## src/rtl/jtcontra_gfx_tilemap_n.sv

```systemverilog
// Multi-layer tilemap scanline renderer.
// Per line, walks each layer in 4-pixel chunks: scans the tile VRAM,
// fetches a 16-bit ROM half-row, and dumps four pixels into the line buffer.
// Supports per-tile hflip, fine scroll with left/right clipping and a
// configurable visible width.
module jtcontra_gfx_tilemap_n #(
   parameter int LAYERS = 2,
   parameter int LINE_W = 320
) (
   input  logic                  clk,
   input  logic                  rst_n,
   input  logic                  LHBL,
   input  logic                  LVBL,
   input  logic [8:0]            vrender,
   input  logic [LAYERS*9-1:0]   hscr,
   input  logic [LAYERS*8-1:0]   vscr,
   input  logic [LAYERS*9-1:0]   dump_start,
   output logic [11:0]           scan_addr,
   input  logic [7:0]            attr_scan,
   input  logic [7:0]            code_scan,
   output logic                  rom_cs,
   output logic [16:0]           rom_addr,
   input  logic                  rom_ok,
   input  logic [15:0]           rom_data,
   output logic                  line,
   output logic [9:0]            line_addr,
   output logic [7:0]            line_din,
   output logic                  line_we,
   output logic [1:0]            line_lyr,
   output logic                  done
);

   localparam logic [8:0] LW = 9'(LINE_W);

   typedef enum logic [2:0] {IDLE, SETUP, SCAN, FETCH, DUMP, NEXT} t_state;

   t_state      r_state, w_next;
   logic        r_lhbl;
   logic [1:0]  r_lyr;
   logic [7:0]  r_vn;
   logic [8:0]  r_hn;
   logic [9:0]  r_px;        // signed: starts at -hscr[1:0]
   logic [10:0] r_code;
   logic [3:0]  r_pal;
   logic        r_flip;
   logic [15:0] r_data;
   logic [1:0]  r_cnt;       // SCAN wait / DUMP pixel counter
   logic        r_done;
   logic        r_line;

   logic [8:0]  w_hscr, w_dstart;
   logic [7:0]  w_vscr;
   logic        w_start, w_px_vis, w_px_end, w_last;
   logic [8:0]  w_hn_nx;
   logic [1:0]  w_idx;
   logic [3:0]  w_nib;
   logic        w_unused_ok;

   assign w_unused_ok = vrender[8];

   // Select the scroll/placement settings of the layer being rendered
   always_comb begin
      w_hscr   = '0;
      w_vscr   = '0;
      w_dstart = '0;
      for (int k = 0; k < LAYERS; k++) begin
         if (r_lyr == 2'(k)) begin
            w_hscr   = hscr[9*k +: 9];
            w_vscr   = vscr[8*k +: 8];
            w_dstart = dump_start[9*k +: 9];
         end
      end
   end

   assign w_start  = LHBL & ~r_lhbl & LVBL;
   assign w_px_vis = ~r_px[9] && (r_px[8:0] <  LW);
   assign w_px_end = ~r_px[9] && (r_px[8:0] >= LW);
   assign w_last   = (r_lyr == 2'(LAYERS-1));
   assign w_hn_nx  = r_hn + 9'd4;
   // Flip reverses nibble order: index 3-cnt == cnt ^ 3
   assign w_idx    = r_cnt ^ {2{r_flip}};

   // Pick the current pixel nibble, leftmost first
   always_comb begin
      case (w_idx)
         2'd0:    w_nib = r_data[15:12];
         2'd1:    w_nib = r_data[11:8];
         2'd2:    w_nib = r_data[7:4];
         default: w_nib = r_data[3:0];
      endcase
   end

   // State register
   always_ff @(posedge clk or negedge rst_n) begin
      if (!rst_n) r_state <= IDLE;
      else        r_state <= w_next;
   end

   // Next-state logic; a line start overrides whatever is in progress
   always_comb begin
      w_next = r_state;
      case (r_state)
         IDLE:    w_next = IDLE;
         SETUP:   w_next = SCAN;
         SCAN:    if (r_cnt == 2'd1) w_next = FETCH;
         FETCH:   if (rom_ok) w_next = DUMP;
         DUMP:    if (r_cnt == 2'd3) w_next = NEXT;
         NEXT: begin
            if (w_px_end)        w_next = w_last ? IDLE : SETUP;
            else if (w_hn_nx[2]) w_next = FETCH;   // other half of same tile
            else                 w_next = SCAN;
         end
         default: w_next = IDLE;
      endcase
      if (w_start) w_next = SETUP;
   end

   // Datapath: scroll setup, tile latch, ROM latch, pixel/column stepping
   always_ff @(posedge clk or negedge rst_n) begin
      if (!rst_n) begin
         r_lhbl <= 1'b0;
         r_lyr  <= '0;
         r_vn   <= '0;
         r_hn   <= '0;
         r_px   <= '0;
         r_code <= '0;
         r_pal  <= '0;
         r_flip <= 1'b0;
         r_data <= '0;
         r_cnt  <= '0;
         r_done <= 1'b1;
         r_line <= 1'b0;
      end else begin
         r_lhbl <= LHBL;
         r_cnt  <= (w_next != r_state) ? 2'd0 : r_cnt + 2'd1;
         if (w_start) begin
            r_line <= ~r_line;
            r_lyr  <= '0;
            r_done <= 1'b0;
         end else begin
            case (r_state)
               SETUP: begin
                  r_vn <= vrender[7:0] + w_vscr;
                  r_hn <= {w_hscr[8:2], 2'b00};
                  r_px <= 10'd0 - {8'd0, w_hscr[1:0]};
               end
               SCAN: if (r_cnt == 2'd1) begin
                  r_code <= {attr_scan[7:5], code_scan};
                  r_pal  <= attr_scan[3:0];
                  r_flip <= attr_scan[4];
               end
               FETCH: if (rom_ok) r_data <= rom_data;
               DUMP:  r_px <= r_px + 10'd1;
               NEXT: begin
                  if (w_px_end) begin
                     if (w_last) r_done <= 1'b1;
                     else        r_lyr  <= r_lyr + 2'd1;
                  end else begin
                     r_hn <= w_hn_nx;
                  end
               end
               default: ;
            endcase
         end
      end
   end

   // Outputs decoded from state and datapath registers
   always_comb begin
      rom_cs    = (r_state == FETCH);
      line_we   = (r_state == DUMP) && w_px_vis;
      line_din  = (r_state == DUMP) ? {r_pal, w_nib} : 8'd0;
      line_addr = {r_line, w_dstart + r_px[8:0]};
      scan_addr = {r_lyr, r_vn[7:3], r_hn[7:3]};
      rom_addr  = {r_lyr, r_code, r_vn[2:0], r_hn[2] ^ r_flip};
      line      = r_line;
      line_lyr  = r_lyr;
      done      = r_done;
   end

endmodule

```

## config.mk

```make
export PLATFORM = sky130hd
export DESIGN_NAME = jtcontra_gfx_tilemap_n
export DESIGN_NICKNAME = d
export VERILOG_FILES = /design/src/rtl/jtcontra_gfx_tilemap_n.sv
export SDC_FILE = /design/constraint.sdc
export NUM_CORES = 1
export LEC_CHECK = 0
export CELL_PAD_IN_SITES_DETAIL_PLACEMENT = 0
export CELL_PAD_IN_SITES_GLOBAL_PLACEMENT = 1
export CORE_MARGIN = 4
export CORE_UTILIZATION = 44
export CTS_CLUSTER_DIAMETER = 40
export DETAILED_ROUTE_END_ITERATION = 16
export DONT_BUFFER_PORTS = 1
export PLACE_DENSITY_LB_ADDON = 0.1
export SETUP_SLACK_MARGIN = 0.15
export SLEW_MARGIN = 20
export SYNTH_ARGS = -nofsm -noshare
export SYNTH_HDL_FRONTEND = slang
export SYNTH_SLANG_ARGS = --single-unit
```

## constraint.sdc

```tcl
create_clock -name clk -period 2.8 [get_ports clk]
set_input_delay 0.14 -clock clk [delete_from_list [all_inputs] [get_ports clk]]
set_output_delay 0.14 -clock clk [all_outputs]
set_load 0.01 [all_outputs]
```

=== After elaboration in Yosys (flattened, before gate mapping) ===
Cells that the tools add are included.

* Register bits after elaboration: 69
* Latch bits: 0
* Memory bits (writable): 0
* ROM bits: 0
* Bits of input ports: 98
* Output and inout bits: 53
* Memories: 0

* Add/subtract/negate cells: 7
* Multiply operators: 0
* Div/mod/pow operators: 0
* $lt $le $gt $ge: 2
* Equal/unequal tests: 13
* Shifts and indexed selects: 0
* Muxes and demuxes: 28
* Bitwise logic cells: 8
* Reductions and logical operators: 17

{| class="wikitable"
|+ Operator list
! operator !! count
|-
| 9-bit 2-to-1 mux || 5
|-
| 8-bit 2-to-1 mux || 3
|-
| 10-bit one-hot mux with 2 select lines || 1
|-
| 9-bit one-hot mux with 2 select lines || 1
|-
| 3-bit one-hot mux with 5 select lines || 1
|-
| 3-bit AND reduction || 5
|-
| 2-bit 2-to-1 mux || 6
|-
| 3-bit 2-to-1 mux || 4
|-
| 4-bit one-hot mux with 3 select lines || 1
|-
| 10-bit by 1-bit adder with 10-bit output (second input constant) || 1
|-
| 2-bit nonzero test || 5
|-
| 9-bit by 3-bit adder with 9-bit output (second input constant) || 1
|-
| 9-bit adder || 1
|-
| 9-bit >= comparator (second input constant) || 1
|-
| 9-bit < comparator (second input constant) || 1
|-
| 8-bit adder || 1
|-
| 2-bit by 1-bit == test with 1-bit output (second input constant) || 3
|-
| 3-bit by 2-bit == test with 1-bit output (second input constant) || 2
|-
| 3-bit == test (second input constant) || 2
|-
| 1-bit 2-to-1 mux || 6
|-
| 2-bit by 1-bit adder with 2-bit output (second input constant) || 2
|-
| 2-bit == test (second input constant) || 2
|-
| 2-bit logical NOT || 2
|-
| 2-bit inequality test (second input constant) || 2
|-
| 9 further kinds || 16
|}

=== Logic depth before layout (Yosys ltp) ===
Gate-level depths: netlist of the first run.

* Depth in word-level cells: 7
* Gate-level depth with buffers: 13
* Gate-level depth less buffers: 11

=== Worst setup path after synthesis of the first run ===
Ideal clock, no wire load.

* Kind: register -> output
* From: reg r_lyr[0], in the netlist line_lyr[0]
* To: out line_addr[8]
* Arrival: 2.808 ns
* Data required time: 2.660 ns
* Slack: -0.148 ns
* Stages on the path, launching flop included: 14
* Buffers on the path: 2
* Cells stage by stage: dfrtp_1 > inv_1 > ha_1 > nor2b_1 > buf_2 > buf_1 > a22o_1 > ha_1 > fa_1 > a21oi_1 > o211ai_1 > nor3_1 > o21bai_1 > xnor2_1

* Cells in the longest elaborated chain, start to end: 4

{| class="wikitable"
|+ RTL lines
! item !! line !! RTL
|-
| from (decl) || 39 || <nowiki>logic [1:0] r_lyr;</nowiki>
|-
| from (signal assigned) || 157 || <nowiki>else r_lyr <= r_lyr + 2'd1;</nowiki>
|-
| 2-bit logical NOT || 67 || <nowiki>if (r_lyr == 2'(k)) begin</nowiki>
|-
| 9-bit 2-to-1 mux || 67 ||
|-
| 9-bit 2-to-1 mux (*) || 67 ||
|-
| 9-bit adder (*) || 173 || <nowiki>line_addr = {r_line, w_dstart + r_px[8:0]};</nowiki>
|-
| to (decl) || 26 || <nowiki>output logic [9:0] line_addr,</nowiki>
|}

Every way passes the cells marked *; elsewhere a longest branch is shown, timed or not.

=== Worst setup path after layout of the first run ===
Same ends and word-level chain as after synthesis.

==> flow_summary.yaml, run 1 <==
timing:
  tns_ns: -0.3497
  setup_viol: 3
  tightest_slew_ns: 0.5270
  fmax_mhz: 335.0
  clock-skew-final_ns: 0.008514
  period_needed_ns: 2.985
  hold_violations: 0
  rsz0062_at_grt: "true"
  min_period_over_period: 1.066
  setup_ws_ns: -0.1854
  slew_headroom: 0.6486
  slew_viol_final: 0
drt:
  drt-initial-drc-count: 157
  vias: 3222
  dr.pass1.iters: 4
  ant_nets: 0
  wl_microns: 10520
  post_drt_wl_per_cell_microns: 18.13
  drc_errors: 0
  via_per_inst: 5.555
place:
  hpwlAfterDp_microns: 7200
  place.gp.congestion: 0.7752
  place_area_sq_mm: 0.004358
  portBuffers: 0
  place_ws_ns: 0.07368
  dp.cells: 516
synth:
  synth-edff-count: 0
  synth_top_family_by_area: "compound AO/OA/AOI/OAI gates"
  syn_nets: 531
  yosysTopAreaCell: "dfrtp_1"
  avgSynthCellArea_sq_um: 10.48
  ys_top_cells_by_count: "dfrtp_1 (65), o21ai_0 (31), mux2_2 (26), nand2_1 (26), nor2_1 (26)"
  ys.flop_type: "dfrtp_1"
  yosysMostFrequentCell: "dfrtp_1"
  netlist_instances: 408
  synth.distinct_cells: 56
  synth-adder-area-share: 0.07665
  ys_seq_elements: 66
  netlist_area_sq_mm: 0.004277
  muxShareOfSynthArea: 0.1539
  synth_sequential_area_ratio: 0.3865
  yosys.area_share.simple: 0.1173
  synth_warnings: 0
  synth_compound_area_frac: 0.1673
  async_flop_share: 1.000
  netlist_top_cells_area: "dfrtp_1 (38%), mux2_2 (6.8%), ha_1 (6.7%)"
  synth-xor-area-share: 0.03891
  synth_top_area_share: 0.3803
worst_setup_path:
  reg2reg_setup_slack_ns: 0.26
  critPathKind: "reg2out"
  start_kind: "flop"
  endpoint_kind: "primary output"
  critPathMaxFanout: 4
  r2r_start: "line_lyr[0]"
  worstReg2RegEnd: "r_vn[6]"
  required_ns: 2.66
  rr_worst_depth: 13
  critPathArrivalTime_ns: 2.85
run_status:
  violations: "setup timing"
  outcome: "finished with violations"
power_and_ir_drop:
  ir_drop_v: 0.0004353
  power.leakage_uw: 0.002271
  power_density_mw_per_mm2: 1124
clock_tree:
  cts.sinks: 66
  cts_tree: "built"
  cts-buffers-inserted: 9
  root_buffer: "clkbuf_8"
  clk_path_buf_depth: 2
  clk_latency_ns: 0.34
  ctsHtreeMaxLevel: 3
  clk_pin_slew_ns: 0.07
cells_and_area:
  nNetsFinal: 569
  area_growth_pct: 24.61
  finalInstanceArea_sq_mm: 0.005329
  n_antenna_cell: 0
  post-route-util: 0.5686
  final_cell_count_no_fill: 580
  drive_above_1_share: 0.2772
worst_hold_path:
  holdPathStages: 2
  hold_path_class: "in2reg"
  worstHoldStart: "rom_ok"
  hold_path_end: "r_state[1]"
global_route:
  grt-ovfl-total: 0
  antenna_found_initial: 0
  grt_pass1_wl_microns: 16770
  grt_start_max_net_pins: 67
  grt_use_total: 0.1840
  grt_pass1_vias: 3279
die:
  die-area_sq_mm: 0.01136
  num_rows: 35
  start_util: 0.4563
  core_sq_mm: 0.009371
  pin_count: 151
  die-width_microns: 106.6
  die_h_microns: 106.6
flow_run:
  max-cap-violations: 0
-- worst max-delay path by stage --
stage | startpoint | endpoint | depth (start not counted)
after global placement | line_lyr[0] | r_vn[7] | 11
after CTS | line_lyr[0] | line_addr[8] | 13
after global routing | line_lyr[0] | line_addr[8] | 13
final | line_lyr[0] | line_addr[8] | 13
after floorplan | line_lyr[0] | line_addr[8] | 12
after detailed placement | line_lyr[0] | r_vn[7] | 11
-- cells by family after synthesis --
| logic type | count (synthesis) |
|---|---|
| multiplexers | 48 |
| flip-flops | 66 |
| buffers and inverters | 43 |
| AO/OA/AOI/OAI | 109 |
| adder cells (fa/ha/maj) | 25 |
| AND/OR/NAND/NOR | 98 |
| XOR/XNOR | 19 |
-- cells in the final DEF (no fill, tap or decap), drive strengths merged, types with 9 or more instances in the layout --
cell and n:
a22o 17, ha 23, xnor2 10, xor2 9, o21ai 32, buf 25, nor2 28, dlygate4sd3 34
a21oi 23, clkbuf 10, nand3 13, inv 11, nand2 27, dfrtp 65, mux2 35
-- stage by stage --
step / hold slack, ns / total power (uW)
floorplan: -0.1556 / 4024
global placement: -0.1518 / 4369
detailed placement: -0.1513 / 4427
CTS: 0.02024 / 5873
global route: 0.02822 / 6461
finish: 0.03435 / 5990
-- sequential cells by signal (all words and copies together) (netlist names), 2 cells and up --
register	count
line_lyr	2
r_cnt	2
r_code	11
r_data	16
r_hn	6
r_pal	4
r_px	10
r_state	3
r_vn	8
-- area by class of cell --
class	instances	area (sq um)
Fill cell	831	4043
Inverter	10	40.04
Multi-Input combinational cell	299	2586
Tap cell	129	161.4
Timing Repair Buffer	60	621.8
Clock buffer	10	127.6
Clock inverter	6	136.4
Sequential cell	66	1655
-- per-layer routing --
metal | GRT usage | vias to the layer above | wire (microns)
met5 | 0 | - | 0
met4 | 0.03836 | 0 | 99
met3 | 0.05178 | 9 | 636
met2 | 0.3031 | 90 | 5208
met1 | 0.2433 | 1566 | 4571
li1 | - | 1557 | -
-- power breakdown --
part	internal (uW)	leakage (uW)	switching, uW	total, uW
clock	686	0.000127	389	1080
combinational	1600	0.00136	1290	2890
sequential	1400	0.000785	624	2020
total	3690	0.00227	2300	5990
-- worst max-delay path, cell delays in order, from the launching register on --
cell	delay, ns
dfrtp_2	0.40
inv_2	0.05
ha_4	0.15
nor2b_4	0.13
buf_12	0.13
a22o_1	0.18
ha_2	0.19
fa_2	0.38
a21oi_2	0.17
o211ai_1	0.15
nor3_2	0.22
o21bai_1	0.09
xnor2_1	0.14
buf_4	0.14
-- what timing repair did --
action / in CTS / in global routing
hold endpoints to repair: 99 / 0
gates cloned: 1 / 0
setup endpoints to repair: 7 / 8
hold buffers: 35 / 0
setup buffers: 6 / 6
pin swaps: 11 / 28
resized for setup: 16 / 17
No activity file was read; power rests on OpenSTA's default activity.
==> run 2, diff against run 1 <==
Settings changed: CORE_ASPECT_RATIO from default to 1.5.
==> run 2 against run 1 <==
The flow still finishes with violations (setup timing). Largest power group unchanged. Core utilization is 0.86 points lower. Via count rose by 0.22%. Register-to-register slack lost 0.04 ns. Largest cell class unchanged. Worst setup slack gained 0.15 ns. Critical endpoint unchanged. Clock skew fell by 0.0053 ns. Combinational power fell by 5%.
==> flow_summary.yaml, run 2 (synthesis results as in run 1) <==
place:
  place_area_sq_mm: 0.004347
  dp.cells: 502
  hpwlAfterDp_microns: 7353
  portBuffers: 0
  place.gp.congestion: 0.8097
cells_and_area:
  top_register: "r_data"
  final_cell_mix: "dfrtp_1 (63), dlygate4sd3_1 (34)"
  area_growth_pct: 22.59
  n_antenna_cell: 0
  post-route-util: 0.5600
  nNetsFinal: 568
  drive_above_1_share: 0.2650
  final_common_cell: "dfrtp_1"
  largest_reg_flops: 16
  final_cell_count_no_fill: 561
  finalInstanceArea_sq_mm: 0.005243
  reg_top3: "r_data: 16 flops, r_code: 11 flops, r_px: 10 flops"
  num-fill-cells: 824
clock_tree:
  cts.sinks: 66
  clk_pin_slew_ns: 0.05
  root_buffer: "clkbuf_16"
  cts-buffers-inserted: 9
  clk_latency_ns: 0.33
  clk_path_buf_depth: 2
  cts_tree: "built"
  ctsHtreeMaxLevel: 3
worst_setup_path:
  cpMaxStageDelayCell: "dfrtp_2"
  crit_chain: "inv_2, ha_4, nor2b_4, buf_8, a22o_4, fa_2, a21oi_2, o211ai_1, nor3_1, o21bai_1, xnor2_1, buf_4"
  cpLargestDelayFamily: "compound AO/OA/AOI/OAI gates"
  cp.buffers_inverters: 3
  r2r_start: "line_lyr[0]"
  critPathMaxStageDelay_ns: 0.40
  endpoint_kind: "primary output"
  timing.critical_path.from: "line_lyr[0]"
  rr_worst_depth: 12
  critPathMaxFanout: 7
  critPathKind: "reg2out"
  start_kind: "flop"
  reg2reg_setup_slack_ns: 0.22
  worstReg2RegEnd: "r_vn[6]"
  critPathArrivalTime_ns: 2.69
  required_ns: 2.66
timing:
  tightest_slew_ns: 0.8717
  period_needed_ns: 2.832
  setup_viol: 1
  min_period_over_period: 1.011
  fmax_mhz: 353.2
  slew_viol_final: 0
  hold_violations: 0
  clock-skew-final_ns: 0.003195
  setup_ws_ns: -0.03161
  slew_headroom: 0.4179
  rsz0062_at_grt: "true"
worst_hold_path:
  hold_path_end: "r_state[1]"
  hold_path_class: "in2reg"
  holdPathStages: 2
  worstHoldStart: "rom_ok"
die:
  die-width_microns: 88.50
  core_sq_mm: 0.009361
  die-area_sq_mm: 0.01139
  die_h_microns: 128.7
  num_rows: 43
  pin_count: 151
  start_util: 0.4568
global_route:
  grt-ovfl-total: 0
  grt_pass1_wl_microns: 16390
  grt_start_max_net_pins: 67
  grt_pass1_vias: 3382
  antenna_found_initial: 0
  grt_use_total: 0.1861
drt:
  dr.pass1.iters: 4
  drc_errors: 0
  vias: 3229
  wl_microns: 10360
  drt-initial-drc-count: 93
  post_drt_wl_per_cell_microns: 18.47
  ant_nets: 0
  via_per_inst: 5.756
power_and_ir_drop:
  ir_drop_v: 0.0005529
  power.leakage_uw: 0.002250
  power_density_mw_per_mm2: 1126
run_status:
  violations: "setup timing"
  outcome: "finished with violations"
flow_run:
  max-cap-violations: 0
## run 2: cell types whose count changed in the layout (fill, tap and decap cells not counted), sizes merged
| cell | before | now |
|---|---|---|
| buf | 25 | 24 |
| bufbuf | 1 | 0 |
| bufinv | 4 | 2 |
| clkbuf | 10 | 9 |
| clkinv | 0 | 2 |
| clkinvlp | 1 | 2 |
| inv | 11 | 10 |
| nor2b | 3 | 4 |
## run 2: metrics by stage
stage          setup WS, ns  power [uW]   TNS, ns  hold slack, ns
2_1_floorplan        0.1007        4024         0         -0.1556
3_3_place_gp         0.1257        4447         0         -0.1541
3_5_place_dp        0.02861        4504         0         -0.1541
4_1_cts            -0.05701        5923  -0.09686         0.02358
5_1_grt             -0.1992        6385   -0.3513         0.04664
6_report           -0.03161        5903  -0.03161         0.03728
## run 2: power by group
| part | switching (uW) | leakage [uW] | internal (uW) | total, uW |
|---|---|---|---|---|
| logic | 1300 | 0.00132 | 1460 | 2750 |
| registers | 550 | 0.000785 | 1400 | 1950 |
| clock network | 419 | 0.000148 | 776 | 1200 |
## run 2: repair_timing
item / in CTS / in global routing
buffers inserted: 7 / 1
endpoints found under the setup margin: 6 / 6
hold buffers: 35 / 0
resized for setup: 17 / 14
hold endpoints to repair: 99 / 0
pin swaps: 17 / 19
cloned: 1 / 0
## run 2: routing by layer
layer	wire length, microns	part of all wire	global-route usage	up-vias
met5	0	0	0	-
met4	178	0.017	0.06762	0
met3	650	0.063	0.04612	15
met2	5498	0.53	0.3319	102
met1	4031	0.39	0.2115	1560
li1	-	-	-	1552
## run 2: how the worst max path moves through the flow
stage / endpoint / slack, ns / cells after the start
after floorplan: line_addr[8] / 0.10 / 12
final: line_addr[8] / -0.03 / 12
after detailed placement: line_addr[7] / 0.03 / 12
after global placement: line_addr[7] / 0.13 / 12
after global routing: line_addr[8] / -0.20 / 12
after CTS: line_addr[8] / -0.06 / 11
## run 2: area by class of cell
type,count,area (sq um),area share
clock buffer,9,225.2,0.04296
multi-input combinational,300,2534,0.4833
tap,112,140.1,0.02673
clock inverter,6,92.59,0.01766
sequential,66,1655,0.3158
timing repair buffer,58,555.5,0.1060
inverter,10,40.04,0.007637
==> run 3, diff against run 2 <==
Settings changed: CORE_UTILIZATION 44 to 45, CTS_BUF_LIST from default to sky130_fd_sc_hd__clkbuf_2.
==> run 3 against run 2 <==
The flow still finishes with violations (setup timing). Routed wire length fell by 0.42%. Clock skew rose by 0.021 ns. Critical endpoint unchanged. Clock-buffer cell count did not move. First-iteration DRC count fell by 9.7%. Non-clock buffer count rose by 29. Cell count rose by 5.2%. Die area fell by 2.1%. Combinational power rose by 8.4%. Largest power group unchanged. Clock power fell by 48%.
==> flow_summary.yaml, run 3 (synthesis results as in run 1) <==
clock_tree:
  clk_path_buf_depth: 2
  ctsHtreeMaxLevel: 3
  cts_tree: "built"
  clk_pin_slew_ns: 0.18
  clk_latency_ns: 0.51
  cts-buffers-inserted: 9
  root_buffer: "clkbuf_2"
  cts.sinks: 66
worst_setup_path:
  critPathMaxStageDelay_ns: 0.49
  required_ns: 2.66
  start_kind: "flop"
  critPathMaxFanout: 4
  cpMaxStageDelayCell: "dfrtp_2"
  endpoint_kind: "primary output"
  critPathKind: "reg2out"
  crit_chain: "ha_4, buf_12, a22o_1, ha_2, fa_2, a21oi_4, o211ai_1, nor3_1, o21bai_1, xnor2_1, buf_4"
  critPathArrivalTime_ns: 2.92
drt:
  wl_microns: 10320
  vias: 3319
  post_drt_wl_per_cell_microns: 17.49
  drc_errors: 0
  drt-initial-drc-count: 84
  via_per_inst: 5.625
  dr.pass1.iters: 4
  ant_nets: 0
timing:
  slew_headroom: 0.6390
  setup_ws_ns: -0.2638
  tightest_slew_ns: 0.5414
  period_needed_ns: 3.064
  tns_ns: -0.6501
  hold_violations: 0
  rsz0062_at_grt: "true"
  slew_viol_final: 0
  setup_viol: 5
  fmax_mhz: 326.4
  min_period_over_period: 1.094
  clock-skew-final_ns: 0.02421
power_and_ir_drop:
  power.leakage_uw: 0.002315
  ir_drop_v: 0.0005923
  p_total_uw: 5560
  power_density_mw_per_mm2: 1036
die:
  start_util: 0.4621
  die-width_microns: 87.60
  die_h_microns: 127.4
  die-area_sq_mm: 0.01116
  num_rows: 43
  core_sq_mm: 0.009254
  pin_count: 151
cells_and_area:
  nNetsFinal: 596
  post-route-util: 0.5802
  top_register: "r_data"
  finalInstanceArea_sq_mm: 0.005369
  largest_reg_flops: 16
  final_cell_mix: "dfrtp_1 (63), dlygate4sd3_1 (53), buf_4 (27)"
  final_common_cell: "dfrtp_1"
  area_growth_pct: 25.54
  drive_above_1_share: 0.2657
  n_antenna_cell: 0
  reg_top3: "r_data: 16 flops, r_code: 11 flops, r_px: 10 flops"
run_status:
  violations: "setup timing"
  outcome: "finished with violations"
global_route:
  grt-ovfl-total: 0
  grt_pass1_wl_microns: 16780
  grt_start_max_net_pins: 67
  grt_use_total: 0.1917
  grt_pass1_vias: 3502
  antenna_found_initial: 0
place:
  place.gp.congestion: 0.7733
  place_area_sq_mm: 0.004339
  place_ws_ns: 0.08213
  portBuffers: 0
  hpwlAfterDp_microns: 7388
worst_hold_path:
  hold_path_class: "in2reg"
flow_run:
  max-cap-violations: 0
[run 3: final cells by class]
class,count,area (sq um)
fillers,826,3885
multi-input cells,299,2562
flip-flops and latches,66,1655
repair buffers,87,844.6
well taps,112,140.1
clock inverters,7,83.83
clock buffers,9,45.04
inverters,10,37.54
[run 3: worst max-delay path, delay by kind of cell, from the launching register on]
kind,cells,cell delay [ns]
DFF,1,0.49
buffers and inverters,2,0.27
AOI/OAI and AO/OA,4,0.59
and+or+nand+nor,1,0.16
xor gates and xnor gates,1,0.16
adders and majority gates,3,0.75
[run 3: per-stage QoR]
stage	instances	hold slack, ns
6_report	590	0.04957
5_1_grt	590	0.02473
4_1_cts	584	0.0003011
3_5_place_dp	501	-0.1540
3_3_place_gp	501	-0.1537
2_1_floorplan	408	-0.1556
[run 3: what timing repair did]
item,in CTS,in global routing
hold buffers,54,0
endpoints found under the hold margin,111,0
buffers inserted,13,6
pin swaps,17,19
setup endpoints to repair,7,9
gates cloned,0,0
resized for setup,19,19
[run 3: path summary, 6_finish.rpt]
path	slack (ns)	end	cells past startpoint	startpoint
setup / recovery	-0.26	line_addr[8]	11	line_lyr[0]
hold / removal	0.05	r_px[0]	3	hscr[0]
setup reg to reg	0.22	r_vn[6]	13	line_lyr[0]
hold reg to reg	0.52	r_pal[0]	1	r_pal[0]
max in group asynchronous	2.33	done	2	rst_n
min in group asynchronous	0.15	r_hn[3]	2	rst_n
[run 3: power breakdown]
part / internal (uW) / switching, uW
sequential: 1390 / 557
combinational: 1630 / 1350
clock: 285 / 342
total: 3310 / 2250
[run 3: layer usage]
layer | share of wire | vias up | track usage
met5 | 0 | - | 0
met4 | 0.016 | 0 | 0.07046
met3 | 0.066 | 13 | 0.04581
met2 | 0.54 | 104 | 0.3481
met1 | 0.37 | 1589 | 0.2117
li1 | - | 1613 | -
